$ cat config.mk
export PLATFORM = sky130hd
export DESIGN_NAME = frame_dump_ctrl
export DESIGN_NICKNAME = d
export VERILOG_FILES = /design/src/rtl/frame_dump_ctrl_pkg.sv /design/src/rtl/frame_dump_ctrl_uart_holdoff.sv /design/src/rtl/frame_dump_ctrl.sv
export SDC_FILE = /design/constraint.sdc
export NUM_CORES = 1
export LEC_CHECK = 0
export BUFFER_PORTS_ARGS = -buffer_cell sky130_fd_sc_hd__buf_2
export CAP_MARGIN = 20
export CORE_MARGIN = 1
export CORE_UTILIZATION = 50
export CTS_BUF_LIST = sky130_fd_sc_hd__clkbuf_2
export CTS_CLUSTER_DIAMETER = 100
export DETAILED_ROUTE_END_ITERATION = 10
export PLACE_DENSITY = 0.81
export SYNTH_ARGS = -nofsm -noshare
export SYNTH_HDL_FRONTEND = slang
export SYNTH_SLANG_ARGS = --single-unit
$ cat constraint.sdc
create_clock -name clk -period 8.7 [get_ports clk]
set_input_delay 0.87 -clock clk [delete_from_list [all_inputs] [get_ports clk]]
set_output_delay 0.87 -clock clk [all_outputs]
set_load 0.02 [all_outputs]
$ cat src/rtl/frame_dump_ctrl_pkg.sv
// frame_dump_ctrl_pkg: FSM states, default frame geometry and buffer address width helper
package frame_dump_ctrl_pkg;
  typedef enum logic [2:0] {IDLE, WAIT_SOF, CAPTURE, RD_ADDR, RD_SEND, RD_WAIT} state_t;
  localparam int H_RES_DEF = 640;
  localparam int V_RES_DEF = 480;
  function automatic int addr_w(input int pixels);
    return (pixels > 1) ? $clog2(pixels) : 1;
  endfunction
  localparam int ADDR_W_DEF = addr_w(H_RES_DEF * V_RES_DEF);
endpackage

$ cat src/rtl/frame_dump_ctrl_uart_holdoff.sv
// frame_dump_ctrl_uart_holdoff: saturating inter-byte holdoff, cleared while the UART is busy
module frame_dump_ctrl_uart_holdoff #(
  parameter int W = 13
) (
  input  logic clk,
  input  logic resetn,
  input  logic tx_busy,
  output logic ready
);
  logic [W-1:0] cnt;
  assign ready = &cnt;
  always_ff @(posedge clk or negedge resetn)
    if (!resetn) cnt <= '0;
    else if (tx_busy) cnt <= '0;
    else if (!ready) cnt <= cnt + W'(1);
endmodule

$ cat src/rtl/frame_dump_ctrl.sv
// frame_dump_ctrl: capture one CSI frame into a buffer, then dump it over UART; FRAME_DUMP_TEST_PATTERN_EN writes address bytes instead of pixels
module frame_dump_ctrl
  import frame_dump_ctrl_pkg::*;
#(
  parameter int H_RES     = H_RES_DEF,
  parameter int V_RES     = V_RES_DEF,
  parameter int ADDR_W    = addr_w(H_RES * V_RES),
  parameter int HOLDOFF_W = 13
) (
  input  logic              clk,
  input  logic              resetn,
  input  logic              start,
  input  logic              frame_start,
  input  logic              frame_end,
  input  logic              pix_valid,
  input  logic [7:0]        pix_data,
  output logic              wr_en,
  output logic [ADDR_W-1:0] wr_addr,
  output logic [7:0]        wr_data,
  output logic [ADDR_W-1:0] rd_addr,
  input  logic [7:0]        rd_data,
  output logic              tx_we,
  output logic [7:0]        tx_data,
  input  logic              tx_busy,
  output logic              busy,
  output logic              done
);
  // one spare bit so a full 2^ADDR_W frame count does not wrap to zero
  localparam int CNT_W = ADDR_W + 1;
  localparam logic [CNT_W-1:0] TOTAL = CNT_W'(H_RES * V_RES);
  localparam logic [CNT_W-1:0] ONE = CNT_W'(1);
  state_t state;
  logic [CNT_W-1:0] pix_cnt, rd_ptr, cap_cnt, rd_nxt;
  logic ready;
  frame_dump_ctrl_uart_holdoff #(.W(HOLDOFF_W)) u_uart_holdoff (
    .clk(clk), .resetn(resetn), .tx_busy(tx_busy), .ready(ready)
  );
  always_comb begin
    wr_en = state == CAPTURE && pix_valid && pix_cnt < TOTAL;
    wr_addr = wr_en ? pix_cnt[ADDR_W-1:0] : '0;
`ifdef FRAME_DUMP_TEST_PATTERN_EN
    wr_data = wr_en ? 8'(wr_addr) : '0;
`else
    wr_data = wr_en ? pix_data : '0;
`endif
    tx_we = state == RD_SEND && ready && !tx_busy;
    tx_data = tx_we ? rd_data : '0;
  end
  assign rd_addr = rd_ptr[ADDR_W-1:0];
  assign busy = state != IDLE;
  assign cap_cnt = pix_cnt + CNT_W'(wr_en);
  assign rd_nxt = rd_ptr + ONE;
  always_ff @(posedge clk or negedge resetn)
    if (!resetn) begin
      state <= IDLE;
      pix_cnt <= '0;
      rd_ptr <= '0;
      done <= 1'b0;
    end else begin
      done <= 1'b0;
      if (wr_en) pix_cnt <= pix_cnt + ONE;
      case (state)
        IDLE: if (start) state <= WAIT_SOF;
        WAIT_SOF: if (frame_start) begin
          state <= CAPTURE;
          pix_cnt <= '0;
          rd_ptr <= '0;
        end
        CAPTURE: if (frame_end) begin
          state <= cap_cnt == '0 ? IDLE : RD_ADDR;
          done <= cap_cnt == '0;
          rd_ptr <= '0;
        end
        RD_ADDR: state <= RD_SEND;
        RD_SEND: if (tx_we) state <= RD_WAIT;
        RD_WAIT: begin
          rd_ptr <= rd_nxt;
          state <= rd_nxt == pix_cnt ? IDLE : RD_ADDR;
          done <= rd_nxt == pix_cnt;
        end
        default: state <= IDLE;
      endcase
    end
endmodule

### Word-level counts from Yosys, hierarchy flattened

Index checks and enable logic that the tools add are counted.
W data, S select, Z words.

* bits of input ports: 23
* output and inout port bits: 58
* logic and storage cells: 53
* flip-flop bits (word level): 57

* add/subtract/negate cells: 4
* equality and inequality tests: 11
* magnitude comparators: 1
* multiplexer cells: 20
* reductions and logical operators: 12

Operator list (count)
* $mux W20: 5
* $pmux W20 S3: 1
* $add A20 B1 Y20 const B: 2
* $mux W13: 2
* $add A20 B1 Y20: 1
* $eq A20 B20 Y1: 1
* $logic_not A20 Y1: 1
* $lt A20 B19 Y1 const B: 1
* $mux W19: 1
* $pmux W3 S6: 1
* $mux W8: 2
* $add A13 B1 Y13 const B: 1
* $reduce_and A13 Y1: 1
* $mux W3: 4
* $ne A2 B2 Y1 const B: 5
* $eq A3 B2 Y1 const B: 2
* $eq A3 B3 Y1 const B: 2
* $reduce_bool A3 Y1: 2
* $logic_and A1 B1 Y1: 4
* $mux W2: 2
* $reduce_and A4 Y1: 1
* $eq A3 B1 Y1 const B: 1
* $logic_not A3 Y1: 1
* $reduce_and A3 Y1: 1
* other kinds (3): 3

### Longest topological paths before layout

Gate-level depths: netlist (run 1).

* depth in word-level cells: 8
* depth in mapped cells: 15

### Modules after synthesis

A second synthesis (run 1) with hierarchy kept.

* cells, all modules: 540
* area total of the unflattened synthesis: 4433.0 um^2

By module, submodules not included
* frame_dump_ctrl: sequential area each 1101.1 um^2, area each 3714.8 um^2, cells an instance 468, instances 1
* frame_dump_ctrl_uart_holdoff: sequential area each 325.3 um^2, area each 718.2 um^2, cells an instance 72, instances 1

### Least setup slack after synthesis (run 1)

OpenSTA, ideal clock, no wires.

* path kind: input port to flip-flop
* start point: input pix_valid
* end point: register state[0]
* slack: 4860 ps
* arrival time: 3695 ps
* cell stages on the path: 13
* data required time: 8555 ps
* cells stage by stage: nand4_1 > a21oi_1 > clkbuf_1 > clkbuf_1 > ha_1 > ha_1 > nand3_1 > nor4_1 > xor2_1 > a2111oi_0 > nand4_1 > nand2b_1 > o211ai_1

* cells in the longest elaborated chain, start to end: 7

RTL lines
* start, declared: RTL line frame_dump_ctrl.sv:15 `input logic pix_valid,`
* $logic_and A1 B1 Y1 (2 in series): RTL line frame_dump_ctrl.sv:39 `wr_en = state == CAPTURE && pix_valid && pix_cnt < TOTAL;`
* net wr_en: RTL line frame_dump_ctrl.sv:17 `output logic wr_en,`
* $add A20 B1 Y20: RTL line frame_dump_ctrl.sv:51 `assign cap_cnt = pix_cnt + CNT_W'(wr_en);`
* $logic_not A20 Y1: RTL line frame_dump_ctrl.sv:70 `state <= cap_cnt == '0 ? IDLE : RD_ADDR;`
* $mux W2: RTL line frame_dump_ctrl.sv:70
* $mux W3: RTL line frame_dump_ctrl.sv:69 `CAPTURE: if (frame_end) begin`
* $pmux W3 S6: RTL line frame_dump_ctrl.sv:62 `case (state)`
* end signal, assigned: RTL line frame_dump_ctrl.sv:70
* end signal, assigned: RTL line frame_dump_ctrl.sv:78 `state <= rd_nxt == pix_cnt ? IDLE : RD_ADDR;`
* end, declared: RTL line frame_dump_ctrl.sv:32 `state_t state;`

The timed path passes the listed nets, and every way through them passes these cells. The select of a mux whose other input is x is not followed.
A chain may end at the register's enable or synchronous reset.

### Worst setup path after layout (run 1)

* start point: register pix_cnt[13]
* end point: register state[0]

* cells in the longest elaborated chain, start to end: 7
* elaborated cells between the ends (all ways): 9
* those cells by class: 1 x add/sub; 1 x order compare; 1 x eq/ne; 4 x mux; 2 x reduce/logical

RTL lines
* start, declared: RTL line frame_dump_ctrl.sv:33 `logic [CNT_W-1:0] pix_cnt, rd_ptr, cap_cnt, rd_nxt;`
* start signal, assigned: RTL line frame_dump_ctrl.sv:61 `if (wr_en) pix_cnt <= pix_cnt + ONE;`
* $lt A20 B19 Y1: RTL line frame_dump_ctrl.sv:39
* $logic_and A1 B1 Y1: RTL line frame_dump_ctrl.sv:39
* $add A20 B1 Y20: RTL line frame_dump_ctrl.sv:51
* $logic_not A20 Y1: RTL line frame_dump_ctrl.sv:70
* $mux W2: RTL line frame_dump_ctrl.sv:70
* $mux W3: RTL line frame_dump_ctrl.sv:69
* $pmux W3 S6 (*): RTL line frame_dump_ctrl.sv:62

Every way passes the cells marked *; elsewhere a longest branch is shown, timed or not. The select of a mux whose other input is x is not followed.

==> results of run 1 <==
[through the flow]
step / util / setup WS [ns] / cell area (µm²) / instances
final: 0.5441 / 4.571 / 4493 / 657
after CTS: 0.5435 / 4.623 / 4488 / 656
after detailed placement: 0.5341 / 4.526 / 4410 / 640
after floorplan: - / 4.860 / 4285 / 516
after global placement: 0.5341 / 4.741 / 4410 / 640
after global routing: 0.5441 / 4.210 / 4493 / 657
[synthesized netlist by cell type, types with 3 or more instances]
master    instances  area share
a211oi_1          3      0.0053
a21o_1            4      0.0070
a21oi_1           8      0.0093
a31oi_1           6      0.0088
and2_1           39       0.057
and3_1            3      0.0044
and4_1            4      0.0082
buf_2             4      0.0047
buf_4            23       0.040
buf_6             8       0.021
clkbuf_1         23       0.020
clkbuf_8          3      0.0096
dfrtp_1          57        0.33
ha_1              5       0.015
inv_1             5      0.0044
mux2i_1           3      0.0070
nand2_1          41       0.036
nand3_1          21       0.025
nand4_1          20       0.029
nor2_1           61       0.053
nor3_1           12       0.014
nor4_1           15       0.022
o211ai_1          3      0.0053
o21ai_0          35       0.041
o31ai_1           8       0.014
or3_1             7       0.010
or3_2             3      0.0053
xnor2_1          32       0.065
xor2_1           25       0.051
[layout make-up]
type | count | area, µm² | area share
clock buffers | 11 | 55.05 | 0.01225
clock inverters | 5 | 22.52 | 0.005013
inverters | 5 | 18.77 | 0.004177
multi-input cells | 391 | 2419 | 0.5383
flip-flops and latches | 57 | 1426 | 0.3175
well taps | 105 | 131.4 | 0.02924
repair buffers | 83 | 420.4 | 0.09357
[where the power goes]
| group | internal (mW) | switching (mW) |
|---|---|---|
| Clock | 0.0367 | 0.0994 |
| Combinational | 0.00506 | 0.00861 |
| Sequential | 0.266 | 0.000967 |
| Total | 0.308 | 0.109 |
[kinds of logic (layout without fill, tap and decap cells)]
group,Yosys count,in the layout
and+or+nand+nor,239,239
buffers and inverters,68,104
AOI/OAI and AO/OA,87,87
xor gates and xnor gates,57,57
muxes,3,3
DFF,57,57
adders and majority gates,5,5
[metal layers]
layer | vias up | global-route usage
met4 | 0 | 0.1124
li1 | 1846 | -
met1 | 1850 | 0.3119
met3 | 32 | 0.04509
met5 | - | 0
met2 | 201 | 0.3871
[registers in the layout (all words and copies together) (netlist names)]
signal	cells
pix_cnt	20
rd_ptr	20
u_uart_holdoff.cnt	13
state	3
done	1
[path summary, 6_finish.rpt]
path,from,end,slack [ns]
max in group asynchronous,resetn,rd_ptr[17],7.75
hold reg to reg,rd_ptr[19],rd_ptr[19],0.53
min in group clk,rd_ptr[19],rd_ptr[19],0.53
hold / removal,resetn,pix_cnt[3],0.45
setup / recovery,pix_cnt[13],state[0],4.57
setup reg to reg,pix_cnt[13],state[0],4.57
==> summary.txt, run 1 <==
CTS
  • CTS Buf Count: 9
  • Clk root buf: clkbuf_2
  • Post-cts hold buffer count: 0
  • Clk_lat worst skew: 0.52 ns
  • Worst-path clk slew: 0.16 ns
  • Clock Path Buffers: 2
  • Post-CTS Setup Repair Bufs: 0
  • CTS resizes: 0
  • CTS H-tree lvls: 3
  • # clock sinks: 57
  • CTS tree: done

Detailed routing
  • Final wirelength: 10430 µm
  • Average wire per cell in the routed design: 15.87 µm
  • Routed length on met2: 4974 µm
  • Vias post-DR: 3929
  • Top Layer Used: met4
  • Vias per cell: 5.980
  • M1 WL: 4417 µm
  • Final ANT Viol Nets: 0
  • Starting DRT DRC Count: 326
  • Drt first pass iters: 5
  • Met3 wire length: 759 µm
  • DRC: 0

Power
  • Max VDD drop: 0.04575 mV
  • Power Density: 92.79 nW/µm²
  • Final Power: 416.9 µW
  • Leakage power: 2.033 nW

Cells and area
  • Fin nets: 575
  • Share of layout cells above drive strength 1: 0.1975
  • Area Growth Syn to Fin: 4.847%
  • # fillers: 772
  • Most common cell after layout, fill and taps aside: buf_2
  • Commonest non-fill, non-tap cells in the layout: buf_2 (80), nor2_1 (61), dfrtp_1 (57)
  • Antenna Diode Count: 0

Setup path
  • CP required: 9.09 ns
  • CP Cell Sequence: a21o_1, a211o_1, a21oi_2, ha_1, ha_1, nand3_1, nor4_1, xor2_1, a2111oi_0, nand4_1, nand2b_1, o211ai_1
  • Worst setup SP type: flip-flop
  • Path depth of the worst reg2reg path: 12
  • Critical-path top delay cell: a21oi_2
  • Most used cell, CP: ha_1
  • CP Class: flip-flop to flip-flop
  • Crit. End Element: flip-flop
  • Worst Path Arrival: 4.52 ns
  • Largest stage delay, worst path: 0.77 ns
  • Highest net fanout along the worst path: 31
  • Critical path depth: 12
  • CP top delay family: compound AO/OA/AOI/OAI gates
  • WP buf/inv: 0

Floorplanning
  • Die area: 8945 µm²
  • Starting Density: 0.5189
  • IO Pins: 81
  • Core Area: 8258 µm²
  • Die H: 94.58 µm
  • Die X: 94.58 µm
  • Row count: 33

Yosys
  • Asr flop ratio synth: 1.000
  • XOR/XNOR Fraction of Synth Area: 0.1165
  • Post-synth top flop: dfrtp_1
  • Syn Inst Count: 516
  • Sequential area share after synthesis: 0.3328
  • Largest family of logic cells by synthesized area: simple AND/OR/NAND/NOR gates
  • Synth Area in Adders: 0.01460
  • Post-Synth Simple-Gate Area: 0.2934
  • Synth Area in Compound Gates: 0.1320
  • Post-synth EDFFs: 0
  • Post-synth cell types: 58
  • Post-synth net total: 544
  • Ys Warns: 0
  • Avg Cell Area, Syn: 8.305 µm²
  • Post-synthesis mux area share: 0.007007
  • Cell Area, Synth: 4285 µm²
  • #FFs+latches synth: 57

Timing
  • Rel. slew slack: 0.3248
  • Final Hold Vio Count: 0
  • Max Slew Vio Count: 0
  • Slew at the pin closest to its max-slew limit: 1.013 ns
  • Post-route clock period utilization: 0.4746
  • Setup TNS: 0 ns
  • Post-route minimum period: 4.129 ns
  • Clk_skew: 0.01250 ns
  • RSZ-0062 raised after global routing: no
  • Max Fclk: 242.2 MHz
  • Final hold slack: 0.4453 ns
  • Final setup fails: 0

GRT
  • First-pass GRT wire length: 16900 µm
  • Initial antenna violation count: 0
  • GRT Total Usage: 0.2404
  • Largest net degree at the start of global routing: 58
  • Grt ovf: 0
  • Vias in the first global route: 3569

Hold path
  • Min-Delay Path Class: input pin to async pin

Placement
  • IO buf count: 80
  • Gpl congestion: 0.9366
  • DPL Wire Length: 7493 µm

Run
  • Max_cap viols: 0

Run status
  • Status: finished clean
(Power assumes the default switching activity.)
==> inputs of run 2 (changes only) <==
clock period = 3.87 ns   (was 8.7 ns; I/O delays follow)
==> summary.txt, run 2 (synthesis gave the netlist of run 1 again) <==
Power
  • Final Power: 1.021 mW (was 416.9 µW)
  • Max VDD drop: 0.1034 mV (was 0.04575 mV)
  • Power Density: 225.0 nW/µm² (was 92.79 nW/µm²)
  • Leakage power: 2.057 nW (was 2.033 nW)

Cells and area
  • Commonest non-fill, non-tap cells in the layout: buf_2 (80), nor2_1 (61), dfrtp_1 (57) (unchanged)
  • Share of layout cells above drive strength 1: 0.2004 (was 0.1975)
  • Area Growth Syn to Fin: 5.927% (was 4.847%)
  • Most common cell after layout, fill and taps aside: buf_2 (unchanged)
  • Multi-input logic area: 2419 µm² (unchanged)
  • Antenna Diode Count: 0 (unchanged)
  • Biggest regs: pix_cnt x20, rd_ptr x20, u_uart_holdoff.cnt x13 (unchanged)
  • # fillers: 764 (was 772)
  • Fin nets: 577 (was 575)
  • Register area: 1426 µm² (unchanged)

Run status
  • Status: finished clean (unchanged)

CTS
  • Clk_lat worst skew: 0.52 ns (about the same)
  • CTS Buf Count: 9 (unchanged)
  • # clock sinks: 57 (unchanged)
  • Clock Path Buffers: 2 (unchanged)
  • CTS H-tree lvls: 3 (unchanged)
  • CTS tree: done (unchanged)
  • Worst-path clk slew: 0.19 ns (was 0.16 ns)
  • Post-CTS Setup Repair Bufs: 0 (unchanged)
  • Clk root buf: clkbuf_2 (unchanged)

Floorplanning
  • IO Pins: 81 (unchanged)
  • Die area: 8945 µm² (unchanged)
  • Die H: 94.58 µm (unchanged)
  • Die X: 94.58 µm (unchanged)
  • Core Area: 8258 µm² (unchanged)
  • Starting Density: 0.5189 (unchanged)
  • Row count: 33 (unchanged)

Timing
  • Slew at the pin closest to its max-slew limit: 0.8060 ns (was 1.013 ns)
  • Post-route minimum period: 3.382 ns (was 4.129 ns)
  • Clk_skew: 0.03669 ns (was 0.01250 ns)
  • Post-route clock period utilization: 0.8738 (was 0.4746)
  • Max Slew Vio Count: 0 (unchanged)
  • Setup TNS: 0 ns (unchanged)
  • RSZ-0062 raised after global routing: no (unchanged)
  • Rel. slew slack: 0.4614 (was 0.3248)
  • Final Hold Vio Count: 0 (unchanged)
  • Final setup fails: 0 (unchanged)
  • Max Fclk: 295.7 MHz (was 242.2 MHz)

GRT
  • First-pass GRT wire length: 16860 µm (was 16900 µm)
  • Met2 Track Usage GR: 0.4022 (was 0.3871)
  • Vias in the first global route: 3486 (was 3569)
  • Initial antenna violation count: 0 (unchanged)
  • M1 GR Usage: 0.3160 (was 0.3119)
  • Largest net degree at the start of global routing: 58 (unchanged)
  • Met3 usage: 0.03221 (was 0.04509)
  • Gr busiest metal: met2 (unchanged)
  • Grt ovf: 0 (unchanged)
  • GRT Total Usage: 0.2422 (was 0.2404)

Run
  • Max_cap viols: 0 (unchanged)

Detailed routing
  • Vias post-DR: 3862 (was 3929)
  • Starting DRT DRC Count: 259 (was 326)
  • Final ANT Viol Nets: 0 (unchanged)
  • Average wire per cell in the routed design: 15.70 µm (was 15.87 µm)
  • Final wirelength: 10350 µm (was 10430 µm)
  • Drt first pass iters: 5 (unchanged)
  • DRC: 0 (unchanged)
  • Vias per cell: 5.860 (was 5.980)

Setup path
  • CP Class: flip-flop to flip-flop (unchanged)
  • CP required: 4.23 ns (was 9.09 ns)
  • Crit. End Element: flip-flop (unchanged)
  • Worst Path Arrival: 3.75 ns (was 4.52 ns)
  • Highest net fanout along the worst path: 11 (was 31)
  • Worst setup SP type: flip-flop (unchanged)

Hold path
  • Min-Delay Path Class: input pin to flip-flop (was input pin to async pin)

Placement
  • IO buf count: 80 (unchanged)
  • DPL Wire Length: 7322 µm (was 7493 µm)
  • Gpl congestion: 0.9186 (was 0.9366)
run 2: cell count changes in the layout (fill, tap and decap cells not counted), sizes merged:
cell	delta
buf	+2
bufinv	+1
clkinv	-2
dlygate4sd3	+1
run 2: path summary, 6_finish.rpt:
kind | from | end | slack (ns) | depth (start not counted)
max | pix_cnt[12] | state[1] | 0.49 | 12
min | start | state[0] | 0.21 | 3
max reg2reg | pix_cnt[12] | state[1] | 0.49 | 12
min reg2reg | rd_ptr[19] | rd_ptr[19] | 0.52 | 1
max in group asynchronous | resetn | u_uart_holdoff.cnt[2] | 2.85 | 3
min in group asynchronous | resetn | rd_ptr[4] | 0.51 | 3
run 2: timing repair:
item	CTS	global route
hold buffers	1	0
gates resized for setup	0	0
hold endpoints to repair	10	0
run 2: report_power, final:
part	switching, mW	leakage [nW]	internal, mW	total [mW]
sequential	0.00216	0.690	0.598	0.601
clock	0.236	0.0734	0.154	0.390
combinational	0.0191	1.29	0.0120	0.0311
run 2: layout make-up:
cell class | instances | share of cell area
Tap cell | 105 | 0.02894
Inverter | 5 | 0.004135
Sequential cell | 57 | 0.3142
Clock inverter | 4 | 0.009647
Timing Repair Buffer | 85 | 0.09702
Clock buffer | 12 | 0.01323
Multi-Input combinational cell | 391 | 0.5328
run 2: worst max-delay path: stages (launching register included):
cell,delay (ns)
dfrtp_1,0.56
a21o_1,0.22
a211o_1,0.34
a21oi_2,0.18
ha_1,0.26
ha_1,0.22
nand3_1,0.20
nor4_1,0.38
xor2_1,0.11
a2111oi_0,0.38
nand4_1,0.17
nand2b_1,0.12
o211ai_1,0.09
run 2: metal layers:
| metal | part of all wire | wire length (µm) | vias up |
|---|---|---|---|
| li1 | - | - | 1851 |
| met1 | 0.44 | 4538 | 1867 |
| met2 | 0.49 | 5090 | 123 |
| met3 | 0.048 | 501 | 21 |
| met4 | 0.021 | 214 | 0 |
| met5 | 0 | 0 | - |
run 2: through the flow:
stage	worst slack, ns	hold WS [ns]	cell area, µm²	utilization	instances
floorplan	0.04273	0.09141	4285	-	516
global placement	0.6941	0.4885	4425	0.5359	642
detailed placement	0.5810	0.4901	4425	0.5359	642
CTS	0.5355	0.1944	4539	0.5497	659
global route	0.1930	0.1957	4539	0.5497	659
finish	0.4883	0.2096	4539	0.5497	659
==> inputs of run 3 (changes only) <==
PLACE_DENSITY = 0.84   (was 0.81)
clock period = 3.1 ns   (was 3.87 ns; I/O delays follow)
==> summary.txt, run 3 (synthesis gave the netlist of run 1 again) <==
Run status
  • Status: finished clean (unchanged)

Placement
  • Gpl congestion: 0.9901 (was 0.9186)
  • DPL Wire Length: 7644 µm (was 7322 µm)
  • IO buf count: 80 (unchanged)
  • Placed Area: 4543 µm² (was 4425 µm²)

Setup path
  • Worst setup SP type: flip-flop (unchanged)
  • Largest stage delay, worst path: 0.41 ns (was 0.56 ns)
  • Most used cell, CP: nand4_1 (was ha_1)
  • CP required: 3.49 ns (was 4.23 ns)
  • Reg-to-reg slack, setup: 0.18 ns (was 0.49 ns)
  • Reg-to-Reg Start: pix_cnt[13] (was pix_cnt[12])
  • Highest net fanout along the worst path: 6 (was 11)
  • Path depth of the worst reg2reg path: 12 (unchanged)
  • Critical-path top delay cell: dfrtp_1 (unchanged)
  • CP Cell Sequence: a21o_1, a211o_1, a21oi_2, ha_4, ha_1, nand3_4, nor3_4, nand4_1, a2111oi_2, nand4_1, nand2b_1, o211ai_1 (was a21o_1, a211o_1, a21oi_2, ha_1, ha_1, nand3_1, nor4_1, xor2_1, a2111oi_0, nand4_1, nand2b_1, o211ai_1)
  • Worst r2r dst: state[0] (was state[1])
  • CP Class: flip-flop to flip-flop (unchanged)
  • Crit. End Element: flip-flop (unchanged)
  • Worst Path Arrival: 3.31 ns (was 3.75 ns)

GRT
  • First-pass GRT wire length: 16710 µm (was 16860 µm)
  • Vias in the first global route: 3472 (was 3486)
  • Initial antenna violation count: 0 (unchanged)
  • Grt ovf: 0 (unchanged)
  • GRT Total Usage: 0.2401 (was 0.2422)
  • Largest net degree at the start of global routing: 31 (was 58)

Power
  • Max VDD drop: 0.2223 mV (was 0.1034 mV)
  • Leakage power: 2.146 nW (was 2.057 nW)
  • Power Density: 276.4 nW/µm² (was 225.0 nW/µm²)

CTS
  • Clk_lat worst skew: 0.52 ns (about the same)
  • Clock Path Buffers: 2 (unchanged)
  • CTS Buf Count: 9 (unchanged)
  • Worst-path clk slew: 0.18 ns (was 0.19 ns)
  • Post-CTS Setup Repair Bufs: 0 (unchanged)
  • CTS H-tree lvls: 3 (unchanged)
  • Clk root buf: clkbuf_2 (unchanged)
  • # clock sinks: 57 (unchanged)
  • CTS tree: done (unchanged)

Detailed routing
  • DRC: 0 (unchanged)
  • Final wirelength: 10430 µm (was 10350 µm)
  • Vias post-DR: 3947 (was 3862)
  • Average wire per cell in the routed design: 15.57 µm (was 15.70 µm)
  • Final ANT Viol Nets: 0 (unchanged)
  • Starting DRT DRC Count: 340 (was 259)
  • Drt first pass iters: 5 (unchanged)
  • Vias per cell: 5.891 (was 5.860)

Timing
  • RSZ-0062 raised after global routing: no (unchanged)
  • Setup TNS: 0 ns (unchanged)
  • Clk_skew: 0.01988 ns (was 0.03669 ns)
  • Max Slew Vio Count: 0 (unchanged)
  • Slew at the pin closest to its max-slew limit: 0.7375 ns (was 0.8060 ns)
  • Max Fclk: 342.4 MHz (was 295.7 MHz)
  • Post-route clock period utilization: 0.9423 (was 0.8738)
  • Rel. slew slack: 0.5071 (was 0.4614)
  • Final hold slack: 0.08972 ns (was 0.2096 ns)
  • Post-route minimum period: 2.921 ns (was 3.382 ns)
  • Final setup fails: 0 (unchanged)
  • Final Hold Vio Count: 0 (unchanged)

Hold path
  • Min-Delay Path Depth: 3 (unchanged)
  • Hold Path End: state[0] (unchanged)
  • Hold Startpoint: start (unchanged)
  • Min-Delay Path Class: input pin to flip-flop (unchanged)

Cells and area
  • Most common cell after layout, fill and taps aside: buf_2 (unchanged)
  • Commonest non-fill, non-tap cells in the layout: buf_2 (80), nor2_1 (61), dfrtp_1 (57) (unchanged)
  • Fin nets: 588 (was 577)
  • Area Growth Syn to Fin: 10.07% (was 5.927%)
  • Share of layout cells above drive strength 1: 0.2301 (was 0.2004)
  • # fillers: 753 (was 764)
  • Biggest regs: pix_cnt x20, rd_ptr x20, u_uart_holdoff.cnt x13 (unchanged)
  • Antenna Diode Count: 0 (unchanged)
  • Fin area: 4717 µm² (was 4539 µm²)

Floorplanning
  • Die area: 8945 µm² (unchanged)
  • Row count: 33 (unchanged)
  • Die X: 94.58 µm (unchanged)
  • IO Pins: 81 (unchanged)
  • Die H: 94.58 µm (unchanged)
  • Starting Density: 0.5189 (unchanged)
  • Core Area: 8258 µm² (unchanged)

Run
  • Max_cap viols: 0 (unchanged)
[run 3: report_power, final]
group          internal (mW)  switching, mW
Clock                  0.192          0.322
Sequential             0.747        0.00266
Combinational         0.0158         0.0243
Total                  0.955          0.348
[run 3: cell type report]
cell class / instances / area (µm²) / share of cell area
clock buffers: 9 / 45.04 / 0.009549
clock inverters: 7 / 80.08 / 0.01698
inverters: 5 / 18.77 / 0.003979
multi-input cells: 391 / 2492 / 0.5284
flip-flops and latches: 57 / 1426 / 0.3024
well taps: 105 / 131.4 / 0.02785
repair buffers: 96 / 523.0 / 0.1109
[run 3: metal layers]
metal | share of wire | wire, µm | vias to the layer above | GRT usage
li1 | - | - | 1870 | -
met1 | 0.41 | 4313 | 1892 | 0.3118
met2 | 0.50 | 5241 | 166 | 0.3943
met3 | 0.063 | 658 | 19 | 0.03623
met4 | 0.021 | 220 | 0 | 0.1086
met5 | 0 | 0 | - | 0
[run 3: repair_timing]
action	in CTS	in global routing
pin swaps	0	1
resized for setup	1	5
setup endpoints to repair	8	11
endpoints found under the hold margin	17	0
hold buffers	1	0
[run 3: worst max-delay path, delay by kind of cell, from the launching register on]
| kind | cells | cell delay, ns |
|---|---|---|
| and+or+nand+nor | 5 | 0.75 |
| AOI/OAI and AO/OA | 5 | 1.23 |
| adders and majority gates | 2 | 0.42 |
| DFF | 1 | 0.41 |
[run 3: how the worst max path moves through the flow]
stage | from | depth (start not counted) | slack (ns) | to
after global placement | pix_cnt[13] | 12 | 0.29 | state[0]
after global routing | pix_cnt[13] | 12 | 0.009 | state[0]
final | pix_cnt[13] | 12 | 0.18 | state[0]
after CTS | u_uart_holdoff.cnt[3] | 6 | 0.12 | tx_data[3]
after detailed placement | pix_cnt[13] | 12 | 0.15 | state[0]
after floorplan | pix_cnt[13] | 15 | 0.008 | state[0]
[run 3: per-stage QoR]
step	power, mW	std cells	utilization	worst slack [ns]
floorplan	0.7710	516	-	0.008084
global placement	0.8017	653	0.5502	0.2861
detailed placement	0.8037	653	0.5502	0.1548
CTS	1.315	670	0.5671	0.1191
global route	1.353	670	0.5712	0.008732
finish	1.304	670	0.5712	0.1790
